File: config.mk
export PLATFORM = sky130hd
export DESIGN_NAME = ula_sequencer_flat
export DESIGN_NICKNAME = d
export VERILOG_FILES = /design/src/rtl/ula_sequencer_pkg.sv /design/src/rtl/ula_sequencer_if.sv /design/src/rtl/ula_instr_decode.sv /design/src/rtl/ula_sequencer.sv /design/src/flat_wrapper.sv
export SDC_FILE = /design/constraint.sdc
export NUM_CORES = 1
export LEC_CHECK = 0
export ABC_AREA = 1
export CELL_PAD_IN_SITES_DETAIL_PLACEMENT = 0
export CELL_PAD_IN_SITES_GLOBAL_PLACEMENT = 1
export CORE_MARGIN = 4
export CORE_UTILIZATION = 30
export DETAILED_ROUTE_END_ITERATION = 8
export PLACE_DENSITY_LB_ADDON = 0.1
export SYNTH_ARGS = -nofsm -noshare
export SYNTH_HDL_FRONTEND = slang
export SYNTH_HIERARCHICAL = 1
export SYNTH_SLANG_ARGS = --single-unit
File: constraint.sdc
create_clock -name iCLK -period 1.6 [get_ports iCLK]
set_input_delay 0.32 -clock iCLK [delete_from_list [all_inputs] [get_ports iCLK]]
set_output_delay 0.32 -clock iCLK [all_outputs]
set_load 0.1 [all_outputs]
File: src/rtl/ula_sequencer_pkg.sv
// Shared definitions for the ULA sequencer: FSM state encoding,
// instruction field positions, the r0 index and a field-split helper.
package ula_sequencer_pkg;

   localparam int INSTR_W     = 16;
   localparam int IMM_SEL_BIT = 15;
   localparam int OP_LSB      = 12;
   localparam int RD_LSB      = 9;
   localparam int RS1_LSB     = 6;
   localparam int RS2_LSB     = 3;
   localparam int IMM_LSB     = 0;
   localparam int REG_W       = 3;
   localparam int IMM_W       = 6;

   localparam logic [REG_W-1:0] R0 = 3'd0;

   typedef enum logic [1:0] {
      ST_IDLE   = 2'd0,
      ST_DECODE = 2'd1,
      ST_EXEC   = 2'd2,
      ST_WB     = 2'd3
   } state_t;

   typedef struct packed {
      logic             imm_sel;
      logic [2:0]       op;
      logic [REG_W-1:0] rd;
      logic [REG_W-1:0] rs1;
      logic [REG_W-1:0] rs2;
      logic [IMM_W-1:0] imm6;
   } instr_fields_t;

   // rs2 and imm6 overlap in the word; both are always extracted and the
   // imm_sel bit decides which one the datapath actually uses.
   function automatic instr_fields_t split_instr(input logic [INSTR_W-1:0] w);
      instr_fields_t f;
      f.imm_sel = w[IMM_SEL_BIT];
      f.op      = w[OP_LSB  +: 3];
      f.rd      = w[RD_LSB  +: REG_W];
      f.rs1     = w[RS1_LSB +: REG_W];
      f.rs2     = w[RS2_LSB +: REG_W];
      f.imm6    = w[IMM_LSB +: IMM_W];
      return f;
   endfunction

endpackage

File: src/rtl/ula_sequencer_if.sv
// Instruction handshake plus register-file/ULA control bundle between the
// sequencer (master) and its environment (slave: source + datapath).
interface ula_sequencer_if
   import ula_sequencer_pkg::*;
#(
   parameter int DATA_W = 8,
   parameter int CNT_W  = 16
);
   logic               in_valid;
   logic [INSTR_W-1:0] in_instr;
   logic               in_ready;
   logic [REG_W-1:0]   rf_ra1;
   logic [REG_W-1:0]   rf_ra2;
   logic [REG_W-1:0]   rf_wa3;
   logic               rf_we3;
   logic [DATA_W-1:0]  rf_wd3;
   logic [2:0]         ula_ctrl;
   logic               srcb_sel;
   logic [DATA_W-1:0]  imm;
   logic [DATA_W-1:0]  ula_result;
   logic               ula_z;
   logic               z_flag;
   logic               done;
   logic [CNT_W-1:0]   retired;

   modport master (
      input  in_valid, in_instr, ula_result, ula_z,
      output in_ready, rf_ra1, rf_ra2, rf_wa3, rf_we3, rf_wd3,
             ula_ctrl, srcb_sel, imm, z_flag, done, retired
   );

   modport slave (
      output in_valid, in_instr, ula_result, ula_z,
      input  in_ready, rf_ra1, rf_ra2, rf_wa3, rf_we3, rf_wd3,
             ula_ctrl, srcb_sel, imm, z_flag, done, retired
   );
endinterface

File: src/rtl/ula_instr_decode.sv
// Combinational field extraction from the latched instruction word, with
// the 6-bit immediate zero-extended to the datapath width.
module ula_instr_decode
   import ula_sequencer_pkg::*;
#(
   parameter int DATA_W = 8
) (
   input  logic [INSTR_W-1:0] instr,
   output logic               imm_sel,
   output logic [2:0]         op,
   output logic [REG_W-1:0]   rd,
   output logic [REG_W-1:0]   rs1,
   output logic [REG_W-1:0]   rs2,
   output logic [DATA_W-1:0]  imm
);
   instr_fields_t fields;

   assign fields  = split_instr(instr);
   assign imm_sel = fields.imm_sel;
   assign op      = fields.op;
   assign rd      = fields.rd;
   assign rs1     = fields.rs1;
   assign rs2     = fields.rs2;

   // Zero-extension: low bits come from imm6, everything above is tied low.
   generate
      for (genvar gi = 0; gi < DATA_W; gi++) begin : g_zext
         if (gi < IMM_W) begin : g_field
            assign imm[gi] = fields.imm6[gi];
         end else begin : g_zero
            assign imm[gi] = 1'b0;
         end
      end
   endgenerate

endmodule

File: src/rtl/ula_sequencer.sv
// Four-state multicycle sequencer for the RegisterFile + Mux2 + ULA
// datapath: accept, decode, execute (latch result/Z), write back.
module ula_sequencer
   import ula_sequencer_pkg::*;
#(
   parameter int DATA_W = 8,
   parameter int CNT_W  = 16
) (
   input  logic            iCLK,
   input  logic            iRST_N,
   ula_sequencer_if.master bus
);
   state_t             state_reg;
   state_t             state_next;
   logic [INSTR_W-1:0] instr_reg;
   logic [DATA_W-1:0]  res_reg;
   logic               z_reg;
   logic [CNT_W-1:0]   retired_reg;

   logic               dec_imm_sel;
   logic [2:0]         dec_op;
   logic [REG_W-1:0]   dec_rd;
   logic [REG_W-1:0]   dec_rs1;
   logic [REG_W-1:0]   dec_rs2;
   logic [DATA_W-1:0]  dec_imm;

   ula_instr_decode #(.DATA_W(DATA_W)) u_decode (
      .instr   (instr_reg),
      .imm_sel (dec_imm_sel),
      .op      (dec_op),
      .rd      (dec_rd),
      .rs1     (dec_rs1),
      .rs2     (dec_rs2),
      .imm     (dec_imm)
   );

   // State register; reset aborts any in-flight instruction immediately.
   always_ff @(posedge iCLK or negedge iRST_N) begin
      if (!iRST_N) begin
         state_reg <= ST_IDLE;
      end else begin
         state_reg <= state_next;
      end
   end

   // Next-state and handshake/commit strobes; strobes are pure functions of
   // state so they vanish the moment reset forces IDLE.
   always_comb begin
      state_next   = state_reg;
      bus.in_ready = 1'b0;
      bus.rf_we3   = 1'b0;
      bus.done     = 1'b0;
      case (state_reg)
         ST_IDLE: begin
            bus.in_ready = 1'b1;
            if (bus.in_valid) begin
               state_next = ST_DECODE;
            end
         end
         ST_DECODE: begin
            state_next = ST_EXEC;
         end
         ST_EXEC: begin
            state_next = ST_WB;
         end
         ST_WB: begin
            bus.done   = 1'b1;
            bus.rf_we3 = (dec_rd != R0);
            state_next = ST_IDLE;
         end
         default: begin
            state_next = ST_IDLE;
         end
      endcase
   end

   // Instruction latch: only the word presented while idle is captured.
   always_ff @(posedge iCLK or negedge iRST_N) begin
      if (!iRST_N) begin
         instr_reg <= '0;
      end else if (state_reg == ST_IDLE && bus.in_valid) begin
         instr_reg <= bus.in_instr;
      end
   end

   // Result and Z capture at the end of EXEC, while the decoded controls
   // still steer the combinational register-file read and ULA.
   always_ff @(posedge iCLK or negedge iRST_N) begin
      if (!iRST_N) begin
         res_reg <= '0;
         z_reg   <= 1'b0;
      end else if (state_reg == ST_EXEC) begin
         res_reg <= bus.ula_result;
         z_reg   <= bus.ula_z;
      end
   end

   // Retired-instruction counter; wraps silently, r0 writes still count.
   always_ff @(posedge iCLK or negedge iRST_N) begin
      if (!iRST_N) begin
         retired_reg <= '0;
      end else if (state_reg == ST_WB) begin
         retired_reg <= retired_reg + 1'b1;
      end
   end

   // Control outputs follow the latched word for the whole instruction.
   assign bus.rf_ra1   = dec_rs1;
   assign bus.rf_ra2   = dec_rs2;
   assign bus.rf_wa3   = dec_rd;
   assign bus.rf_wd3   = res_reg;
   assign bus.ula_ctrl = dec_op;
   assign bus.srcb_sel = dec_imm_sel;
   assign bus.imm      = dec_imm;
   assign bus.z_flag   = z_reg;
   assign bus.retired  = retired_reg;

endmodule

File: src/flat_wrapper.sv
// flat-port wrapper written by rule: the top's interface ports become plain ports
module ula_sequencer_flat import ula_sequencer_pkg::*;
#(
   parameter int DATA_W = 8,
   parameter int CNT_W  = 16
)
  (iCLK, iRST_N, bus_in_valid, bus_in_instr, bus_ula_result, bus_ula_z, bus_in_ready, bus_rf_ra1, bus_rf_ra2, bus_rf_wa3, bus_rf_we3, bus_rf_wd3, bus_ula_ctrl, bus_srcb_sel, bus_imm, bus_z_flag, bus_done, bus_retired);
  ula_sequencer_if #(.DATA_W(DATA_W), .CNT_W(CNT_W)) bus_i ();
  input  logic iCLK;
  input  logic iRST_N;
  input wire logic [$bits(bus_i.in_valid)-1:0] bus_in_valid;
  input wire logic [$bits(bus_i.in_instr)-1:0] bus_in_instr;
  input wire logic [$bits(bus_i.ula_result)-1:0] bus_ula_result;
  input wire logic [$bits(bus_i.ula_z)-1:0] bus_ula_z;
  output wire logic [$bits(bus_i.in_ready)-1:0] bus_in_ready;
  output wire logic [$bits(bus_i.rf_ra1)-1:0] bus_rf_ra1;
  output wire logic [$bits(bus_i.rf_ra2)-1:0] bus_rf_ra2;
  output wire logic [$bits(bus_i.rf_wa3)-1:0] bus_rf_wa3;
  output wire logic [$bits(bus_i.rf_we3)-1:0] bus_rf_we3;
  output wire logic [$bits(bus_i.rf_wd3)-1:0] bus_rf_wd3;
  output wire logic [$bits(bus_i.ula_ctrl)-1:0] bus_ula_ctrl;
  output wire logic [$bits(bus_i.srcb_sel)-1:0] bus_srcb_sel;
  output wire logic [$bits(bus_i.imm)-1:0] bus_imm;
  output wire logic [$bits(bus_i.z_flag)-1:0] bus_z_flag;
  output wire logic [$bits(bus_i.done)-1:0] bus_done;
  output wire logic [$bits(bus_i.retired)-1:0] bus_retired;
  assign bus_i.in_valid = bus_in_valid;
  assign bus_i.in_instr = bus_in_instr;
  assign bus_i.ula_result = bus_ula_result;
  assign bus_i.ula_z = bus_ula_z;
  assign bus_in_ready = bus_i.in_ready;
  assign bus_rf_ra1 = bus_i.rf_ra1;
  assign bus_rf_ra2 = bus_i.rf_ra2;
  assign bus_rf_wa3 = bus_i.rf_wa3;
  assign bus_rf_we3 = bus_i.rf_we3;
  assign bus_rf_wd3 = bus_i.rf_wd3;
  assign bus_ula_ctrl = bus_i.ula_ctrl;
  assign bus_srcb_sel = bus_i.srcb_sel;
  assign bus_imm = bus_i.imm;
  assign bus_z_flag = bus_i.z_flag;
  assign bus_done = bus_i.done;
  assign bus_retired = bus_i.retired;
  ula_sequencer #(.DATA_W(DATA_W), .CNT_W(CNT_W)) u_core (.iCLK(iCLK), .iRST_N(iRST_N), .bus(bus_i));
endmodule
# After elaboration in Yosys (flattened, before gate mapping)
# Index checks and enable logic that the tools add are counted.
[word_totals]
in_bits = 28
output_inout_bits = 49
elab_cells = 18
reg_bits = 43
[classes]
n_mux = 5
n_eq_ne = 4
n_reduce_logical = 3
add_sub_neg = 1
[ops]
columns = ["op", "n"]
rows = [
  ["16-bit by 1-bit adder with 16-bit output, second input constant", 1],
  ["2-bit case mux with 4 select lines", 1],
  ["2-bit equality test, second input constant", 2],
  ["1-bit 2-to-1 mux", 3],
  ["3-bit nonzero test", 1],
  ["2-bit by 1-bit equality test with 1-bit output, second input constant", 1],
  ["2-bit logical NOT", 1],
  ["2-bit 2-to-1 mux", 1],
  ["2-bit != test, second input constant", 1],
  ["1-bit logical AND", 1],
]

# Depth between registers and ports, before layout
[depth]
word_depth = 2
depth_mapped = 9
depth_no_buf = 9

# By module
# The synthesis kept the hierarchy.
[by_module_without_submodules]
columns = ["module", "cells_each", "instances", "seq_area_each_um2", "area_per_inst_um2"]
rows = [
  ["ula_sequencer", 164, 1, 1076.0, 1873.0],
  ["ula_instr_decode", 22, 1, 0.0, 161.4],
]

# Worst setup path before layout
# No wires, ideal clock.
[synth_timing]
path_kind = "reg2out"
from = "register u_core.state_reg[1]"
to = "output port bus_rf_we3"
path_stages_with_launch = 4
path_slack_ns = -1.467
arrival_time_ns = 2.747
path_buffers = 0
t_required_ns = 1.280
path_cell_list = "dfrtp_1 -> ha_1 -> inv_2 -> nor2_1"
[synth_via]
elab_chain_cells = 2
[synth_rtl]
columns = ["item", "line", "text"]
rows = [
  ["start: declaration", "ula_sequencer.sv:13", "state_t state_reg;"],
  ["start signal: assignment", "ula_sequencer.sv:42", "state_reg <= state_next;"],
  ["2-bit equality test", "ula_sequencer.sv:53", "case (state_reg)"],
  ["1-bit 2-to-1 mux", "ula_sequencer.sv:53", ""],
  ["end: declaration", "flat_wrapper.sv:19", "output wire logic [$bits(bus_i.rf_we3)-1:0] bus_rf_we3;"],
]
# Every way passes these cells.

# Final worst setup path
[layout_timing]
from = "register u_core.state_reg[1]"
to = "output port bus_done"
[layout_via]
elab_chain_cells = 2
[layout_rtl]
columns = ["item", "line", "text"]
rows = [
  ["2-bit equality test", "ula_sequencer.sv:53", ""],
  ["1-bit 2-to-1 mux", "ula_sequencer.sv:53", ""],
  ["end: declaration", "flat_wrapper.sv:25", "output wire logic [$bits(bus_i.done)-1:0] bus_done;"],
]
# Every way passes these cells.

==> flow_metrics.py <==
metrics = {
    "outcome": {
        "outcome": "complete, no violations",
    },
    "worst_setup_path": {
        "criticalPathCategory": "flip-flop to output port",
        "path_max_fanout": 4,
        "rr_startpoint": "u_core/state_reg[0]$_DFFE_PN0P_",
        "required_ns": 1.28,
        "cp_data_arrival_time_ns": 1.21,
        "startpoint": "u_core/state_reg[1]$_DFFE_PN0P_",
        "critPathLaunchType": "flip-flop",
        "cp-end-kind": "output port",
    },
    "die": {
        "design.die.area_um2": 8160,
        "ios": 77,
        "core_um2": 6460,
        "dieHeight_um": 90.4,
        "start_util": 0.315,
        "rows": 29,
        "chipWidth_um": 90.4,
    },
    "routing": {
        "ant_nets": 0,
        "drt_iter0_drc": 27,
        "via_count": 1439,
        "drt_drc_violations_left": 0,
        "dr.pass1.iters": 3,
        "via_per_inst": 4.36,
        "drt-wirelength-per-cell_um": 13.4,
        "finalWirelength_mm": 4.43,
    },
    "clock_tree": {
        "cts_root_buffer": "clkbuf_8",
        "cts_tree": "yes",
        "clk_pin_slew_worst_paths_ns": 0.09,
        "clock_latency_ns": 0.29,
        "cts_max_level": 2,
        "cts-buffers-inserted": 5,
        "clockBufferDepth": 2,
        "cts_sinks": 43,
    },
    "logic_synthesis": {
        "synth_compound_area_frac": 0.00738,
        "synth_top_area_frac": 0.529,
        "ys_ff_latch": 43,
        "synth-simple-area-share": 0.142,
        "avgSynthCellArea_um2": 10.9,
        "synth_cells": 186,
        "yosysSeqAreaShare": 0.529,
        "synth_area_um2": 2030,
        "synthMuxAreaShare": 0.138,
        "yosysTopAreaCell": "dfrtp_1",
        "synth_fa_ha_area_frac": 0.0308,
        "synth_xor_area_frac": 0.0387,
        "yosysWarningCount": 6,
        "yosys-top-cells-area": "dfrtp_1, mux2_2, buf_4",
        "synth.distinct_cells": 21,
        "synth_top_family_by_area": "simple AND/OR/NAND/NOR gates",
    },
    "sta": {
        "setup_tns_ns": 0,
        "setup_viol": 0,
        "clock.fmax_ghz": 0.653,
        "grt_setup_unrepaired": "no",
        "fin_crit_ns": 1.53,
        "period_share": 0.958,
        "clock_skew_ns": 0.0109,
        "finalHoldViolCount": 0,
        "maxSlewViolCount": 0,
    },
    "flow_run": {
        "max_cap_viol_count": 0,
    },
    "placed_design": {
        "gp_congestion": 0.724,
        "place_hpwl_mm": 3.45,
        "post_dp_cell_area_um2": 3270,
        "port_buffers": 74,
        "placed_cells": 318,
    },
    "finish": {
        "utilization": 0.532,
        "multiInputGateArea_um2": 779,
        "final_common_cell": "buf_12",
        "drive_gt1_frac": 0.458,
        "nets": 285,
        "fin_cells": 330,
        "final-seq-area_um2": 1100,
        "synthToLayoutAreaGrowth_pct": 68.8,
        "design_area_um2": 3430,
        "final_cell_mix": "buf_12, nand2_1, dfrtp_1",
        "diodes": 0,
        "fillers": 579,
    },
    "grt": {
        "overflow": 0,
        "antenna_found_initial": 0,
        "gr-usage-all-layers": 0.116,
        "first_global_vias": 1524,
        "grt_pass1_wl_mm": 7.65,
        "grt_max_degree": 22,
    },
    "worst_hold_path": {
        "hold_path.class": "input port to async pin",
    },
}
-- layout make-up --
| class | count | area share |
|---|---|---|
| clock buffer | 6 | 0.0241 |
| clock inverter | 2 | 0.0102 |
| tap | 77 | 0.0281 |
| timing repair buffer | 81 | 0.372 |
| inverter | 16 | 0.0182 |
| sequential | 43 | 0.320 |
| multi-input combinational | 105 | 0.227 |
-- through the flow --
| step | hold WS [ns] | setup WS [ns] |
|---|---|---|
| finish | 0.520 | 0.0675 |
| global route | 0.553 | 0.0102 |
| CTS | 0.527 | 0.00415 |
| detailed placement | 0.316 | 0.0918 |
| global placement | 0.317 | 0.105 |
| floorplan | 0.0244 | -0.0942 |
-- kinds of logic after synthesis --
logic type                 count (synthesis)
DFF                                       43
AOI/OAI and AO/OA                          3
buffers and inverters                     39
adders and majority gates                  5
xor gates and xnor gates                   9
other                                      1
and+or+nand+nor                           61
muxes                                     25
-- worst paths after layout --
path / end / slack, ns / cells past startpoint
worst max-delay path: bus_done / 0.07 / 3
worst min-delay path: u_core/bus.retired[10]$_DFFE_PN0P_ / 0.52 / 2
worst min register to register: u_core/bus.retired[5]$_DFFE_PN0P_ / 0.53 / 1
worst max register to register: u_core/bus.retired[12]$_DFFE_PN0P_ / 0.16 / 7
max in group asynchronous: u_core/bus.rf_wd3[4]$_DFFE_PN0N_ / 0.50 / 3
min in group iCLK: u_core/bus.retired[5]$_DFFE_PN0P_ / 0.53 / 1
-- per-layer routing --
layer	GRT usage	share of wire	vias to the layer above
met5	0	0	-
met4	0.0306	0.0061	0
met3	0.0525	0.085	2
met2	0.185	0.47	40
met1	0.141	0.44	693
li1	-	-	704
-- critical path: stages (launching register included) --
cell     delay (ns)
dfrtp_2        0.45
ha_4           0.19
buf_6          0.13
buf_12         0.16
-- Yosys cell counts (all sizes together) --
library cell and n:
nor3 4, mux2 25, buf 23, ha 5, nand2 32, inv 16
nor2 13, conb 1, nand3 5, dfrtp 43, o21ai 3, nand4 5
nand3b 2, xnor2 3, xor2 6
-- timing repair --
action | in CTS | in global routing
gates resized for setup | 1 | 5
endpoints found under the hold margin | 11 | 0
pin swaps | 1 | 1
setup buffers | 3 | 0
hold buffers | 1 | 0
setup endpoints to repair | 1 | 5
Power is left out: the tool's default activity adds up to more than one toggle a clock period on the data nets, which glitch-free logic cannot reach.
==> variant 1, RTL diff (same settings) <==
The 4 states of `state_t` get a one-hot encoding in 4 bits.
--- a/src/rtl/ula_sequencer_pkg.sv
+++ b/src/rtl/ula_sequencer_pkg.sv
@@ -15,9 +15,9 @@
    localparam logic [REG_W-1:0] R0 = 3'd0;
 
-   typedef enum logic [1:0] {
-      ST_IDLE   = 2'd0,
-      ST_DECODE = 2'd1,
-      ST_EXEC   = 2'd2,
-      ST_WB     = 2'd3
+   typedef enum logic [3:0] {
+      ST_IDLE   = 4'b0001,
+      ST_DECODE = 4'b0010,
+      ST_EXEC   = 4'b0100,
+      ST_WB     = 4'b1000
    } state_t;
 
Formal check against the unedited RTL: no difference found for any inputs over 10 cycles, from zero or initial values and one cycle with iRST_N low; not proved beyond that.
==> variant 1 against the original RTL <==
The run now ends with setup timing left; final area grew 5.0%; clock skew shrank 0.0038 ns; synthesized cell count grew 42%; non-clock buffer count grew 2; synthesized area grew 8.9%; setup slack lost 0.12 ns; sequential cell count grew 2; routed wire length grew 15%; largest cell class unchanged.
==> variant 1: results (changes against the original RTL) <==
- H-tree levels: 2 (unchanged)
- Synth warn: 6 (unchanged)
- Maximum VDD drop: 0.00165 V
- Critical path arrival: 1.34 ns (+0.13 ns)
- Pre-antenna DRT Iters: 4 (+1)
- Largest cells by area after synthesis: dfrtp_1, nand2_1, buf_4
- DR iter-0 viols: 68 (+150%)
- Max FO, Critical Path: 2 (-2)
- Tot GR Track Use: 0.124 (+0.00867)
- Register area share after synthesis: 0.509 (-0.0202)
- N_diodes: 0 (unchanged)
- Synth top area share: 0.497 (-0.0320)
- Commonest cells in the netlist: nand2_1, dfrtp_1, buf_4
- Drt wl/cell: 11.9 um (-11%)
- Clk_lat worst skew: 0.30 ns
- Internal power component: 0.00365 W
- Clk_skew: 0.00707 ns (-0.00383 ns)
- Placed Cells: 417 (+31%)
- Share of cells above drive strength 1: 0.317 (-0.141)
- Via-per-instance ratio: 4.13 (-5.4%)
- Distinct cells, synth: 26 (+24%)
- Largest net degree at the start of global routing: 46 (+110%)
- # fillers: 701 (+21%)
- Syn avg cell area: 8.39 um2 (-23%)
- DRT met1 WL: 2.24 mm (+16%)
- Failing checks: setup timing
- Final worst setup slack: -0.0573 ns (-0.125 ns)
- WL met3: 473 um (+25%)
- Status: finished with violations
- Met2 wire len: 2.33 mm (+12%)
- Hold crit path type: reg2reg
- Layout Nets: 359 (+26%)
- R2r setup slk: 0.11 ns (-0.05 ns)
- First-pass GRT wire length: 8.53 mm (+11%)
- Final Wtd Congestion: 0.727 (+0.44%)
- Hpwl dp: 3.76 mm (+8.9%)
- Number of antenna violations at the first check in global routing: 0 (unchanged)
- Worst hold slack: 0.530 ns (+0.0103 ns)
- Vias in the first global route: 1811 (+19%)
- Final setup fails: 1 (+1)
- Non-Filler Instances: 430 (+30%)
## variant 1: final timing paths
path	start	to	cells past startpoint
max	u_core/state_reg[0]	bus_in_ready	3
min	u_core/bus.retired[4]	u_core/bus.retired[4]	1
max reg2reg	u_core/state_reg[0]	u_core/instr_reg[9]	7
min reg2reg	u_core/bus.retired[4]	u_core/bus.retired[4]	1
max in group asynchronous	iRST_N	u_core/state_reg[0]	3
min in group asynchronous	iRST_N	u_core/bus.rf_wd3[0]	3
## variant 1: metal layers
layer / track usage / up-vias
li1: - / 907
met1: 0.159 / 802
met2: 0.188 / 59
met3: 0.0537 / 6
met4: 0.0397 / 0
met5: 0 / -
## variant 1: metrics by stage
| stage | TNS, ns | util | power, W | instance area, um2 | worst slack [ns] |
|---|---|---|---|---|---|
| CTS | -0.168 | 0.494 | 0.00791 | 3560 | -0.0891 |
| global placement | 0 | 0.476 | 0.00705 | 3430 | 0.158 |
| global route | -0.226 | 0.500 | 0.00819 | 3600 | -0.108 |
| detailed placement | 0 | 0.476 | 0.00706 | 3430 | 0.117 |
| floorplan | -7.78 | - | 0.00544 | 2260 | -0.358 |
| finish | -0.0573 | 0.500 | 0.00786 | 3600 | -0.0573 |
## variant 1: cells by family (layout without fill, tap and decap cells)
logic type / after synthesis / after routing / synth area share
xor+xnor: 8 / 8 / 0.0316
fa+ha+maj: 1 / 1 / 0.00565
buf+inv: 42 / 108 / 0.120
flops: 45 / 45 / 0.509
other cells: 1 / 2 / 0.00169
simple gates: 167 / 167 / 0.332
## variant 1: power by group through the flow
stage,Combinational (W),Sequential (W),Clock (W)
6_report,0.00516,0.00193,0.000767
3_3_place_gp,0.00510,0.00195,0
4_1_cts,0.00515,0.00194,0.000822
3_5_place_dp,0.00511,0.00195,0
5_1_grt,0.00535,0.00198,0.000859
2_1_floorplan,0.00282,0.00262,0
## variant 1: area by class of cell
class	count	area share
multi-input cells	178	0.239
inverters	17	0.0226
well taps	99	0.0344
flip-flops and latches	45	0.319
clock inverters	1	0.00139
repair buffers	83	0.358
clock buffers	7	0.0267
## variant 1: worst max-delay path, cell delays in order (launching register included)
cell,delay [ns]
dfstp_2,0.55
inv_2,0.05
nor3_4,0.23
buf_12,0.21
## variant 1: repair_timing
item	in CTS	in global routing
setup buffers	2	2
hold endpoints to repair	21	0
pin swaps	1	3
setup endpoints to repair	3	3
hold buffers	1	0
resized for setup	4	6
==> variant 2, RTL diff (same flow settings) <==
Without the edit above. `CNT_W` is set to 16 in 3 places; all go to 32.
--- a/src/rtl/ula_sequencer_if.sv
+++ b/src/rtl/ula_sequencer_if.sv
@@ -5,5 +5,5 @@
 #(
    parameter int DATA_W = 8,
-   parameter int CNT_W  = 16
+   parameter int CNT_W  = 32
 );
    logic               in_valid;
--- a/src/rtl/ula_sequencer.sv
+++ b/src/rtl/ula_sequencer.sv
@@ -5,5 +5,5 @@
 #(
    parameter int DATA_W = 8,
-   parameter int CNT_W  = 16
+   parameter int CNT_W  = 32
 ) (
    input  logic            iCLK,
--- a/src/flat_wrapper.sv
+++ b/src/flat_wrapper.sv
@@ -3,5 +3,5 @@
 #(
    parameter int DATA_W = 8,
-   parameter int CNT_W  = 16
+   parameter int CNT_W  = 32
 )
   (iCLK, iRST_N, bus_in_valid, bus_in_instr, bus_ula_result, bus_ula_z, bus_in_ready, bus_rf_ra1, bus_rf_ra2, bus_rf_wa3, bus_rf_we3, bus_rf_wd3, bus_ula_ctrl, bus_srcb_sel, bus_imm, bus_z_flag, bus_done, bus_retired);
Ports: changed (resized bus_retired); port bits go from 77 to 93. The function was not compared with the original's and may differ.
==> variant 2 against the original RTL <==
The flow now finishes with violations (setup timing); clock skew shrank 0.0050 ns; setup slack lost 0.076 ns; fmax shrank 4.7%; count of clock-buffer cells in the layout grew 6; final area grew 49%; sequential share of layout area shrank 2.2 points; die area grew 47%; synthesized area grew 52%; critical path depth grew 1; critical endpoint is now bus_rf_we3; routed wire length grew 62%; highest routed layer unchanged; sequential cell count grew 16; utilization shrank 1.6 points; register-to-register slack lost 0.17 ns.
==> variant 2: results (changes against the original RTL) <==
- Status: finished with violations
- Failing checks: setup timing
- Via count: 2368 (+65%)
- Pre-CTS setup slack: 0.0464 ns (-0.0454 ns)
- Final worst setup slack: -0.00890 ns (-0.0764 ns)
- Register area share after synthesis: 0.477 (-0.0521)
- Critical path arrival: 1.29 ns (+0.08 ns)
- Final Wtd Congestion: 0.754 (+4.3%)
- Via-per-instance ratio: 4.28 (-1.8%)
- Pre-antenna DRT Iters: 4 (+1)
- Worst hold slack: 0.534 ns (+0.0140 ns)
- # fillers: 936 (+62%)
- Reg2reg start: u_core/state_reg[1]
- Final setup fails: 2 (+2)
- Clk_skew: 0.00594 ns (-0.00496 ns)
- Tot GR Track Use: 0.131 (+0.0157)
- Syn avg cell area: 9.65 um2 (-12%)
- Hpwl dp: 5.44 mm (+58%)
- Buffers on Ports: 90 (+22%)
- Setup tns final: -0.0178 ns (-0.0178 ns)
- Max FO, Critical Path: 5 (+1)
- Share of cells above drive strength 1: 0.443 (-0.0156)
- Worst-path clk slew: 0.07 ns (-0.02 ns)
- Layout Nets: 448 (+57%)
- First-pass GRT wire length: 12.1 mm (+58%)
- Largest cells by area after synthesis: dfrtp_1, nand2_1, mux2_2
- Largest net degree at the start of global routing: 60 (+170%)
## variant 2: changes by cell type after synthesis, moves of 5 or more
cell / before / now
nand3_1: 5 / 10
nand2_1: 29 / 76
nand3_2: 0 / 5
dfrtp_1: 43 / 59
inv_1: 15 / 35
nor2_4: 1 / 8
nor2_1: 11 / 21
## variant 2: critical path, stage by stage, from the launching register on
cell     delay [ns]
dfrtp_1        0.41
ha_4           0.21
inv_6          0.05
nor2_4         0.09
buf_12         0.18
## variant 2: logic make-up (layout without fill, tap and decap cells)
| family | Yosys count | count (layout) | share of synthesized area |
|---|---|---|---|
| buffers and inverters | 60 | 158 | 0.100 |
| adder cells (fa/ha/maj) | 5 | 5 | 0.0202 |
| other | 1 | 2 | 0.00121 |
| XOR/XNOR | 16 | 16 | 0.0477 |
| AO/OA/AOI/OAI | 6 | 6 | 0.0121 |
| AND/OR/NAND/NOR | 149 | 149 | 0.251 |
| flip-flops | 59 | 59 | 0.477 |
| multiplexers | 25 | 25 | 0.0909 |
## variant 2: per-layer routing
layer	global-route usage	up-vias	share of wire	routed length, um
met5	0	-	0	0
met4	0.0347	0	0.0099	71
met3	0.0669	5	0.088	631
met2	0.204	65	0.48	3440
met1	0.161	1121	0.42	3020
li1	-	1177	-	-
## variant 2: worst max-delay path by stage
| stage | from | end | slack, ns |
|---|---|---|---|
| 2_1_floorplan | u_core/state_reg[1] | bus_rf_we3 | -0.13 |
| 3_3_place_gp | u_core/state_reg[1] | u_core/bus.retired[27] | 0.08 |
| 3_5_place_dp | u_core/state_reg[1] | u_core/bus.retired[27] | 0.05 |
| 4_1_cts | u_core/state_reg[1] | bus_in_ready | -0.04 |
| 5_1_grt | u_core/state_reg[1] | bus_rf_we3 | -0.07 |
| 6_report | u_core/state_reg[1] | bus_rf_we3 | -0.009 |
## variant 2: per-stage QoR
step | area (um2) | total power [W] | utilization
after floorplan | 3200 | 0.00698 | -
after global placement | 4790 | 0.00918 | 0.483
after detailed placement | 4790 | 0.00923 | 0.483
after CTS | 5060 | 0.0109 | 0.510
after global routing | 5110 | 0.0113 | 0.516
final | 5110 | 0.0108 | 0.516
## variant 2: repair_timing
action                     CTS  global route
buffers inserted             3             5
resized for setup            2             5
hold endpoints to repair    59             0
hold buffers                 1             0
pin swaps                    1             2
setup endpoints to repair    2            11
## variant 2: layout make-up
type / count / share of cell area
repair buffers: 106 / 0.328
clock inverters: 4 / 0.0142
clock buffers: 12 / 0.0304
flip-flops and latches: 59 / 0.299
inverters: 36 / 0.0274
multi-input cells: 203 / 0.268
well taps: 133 / 0.0326
## variant 2: power by group
part           total, W  switching (W)  internal [W]  leakage [nW]
combinational   0.00682        0.00430       0.00252          1.40
sequential      0.00246       0.000523       0.00194         0.710
clock           0.00156       0.000596      0.000960         0.113
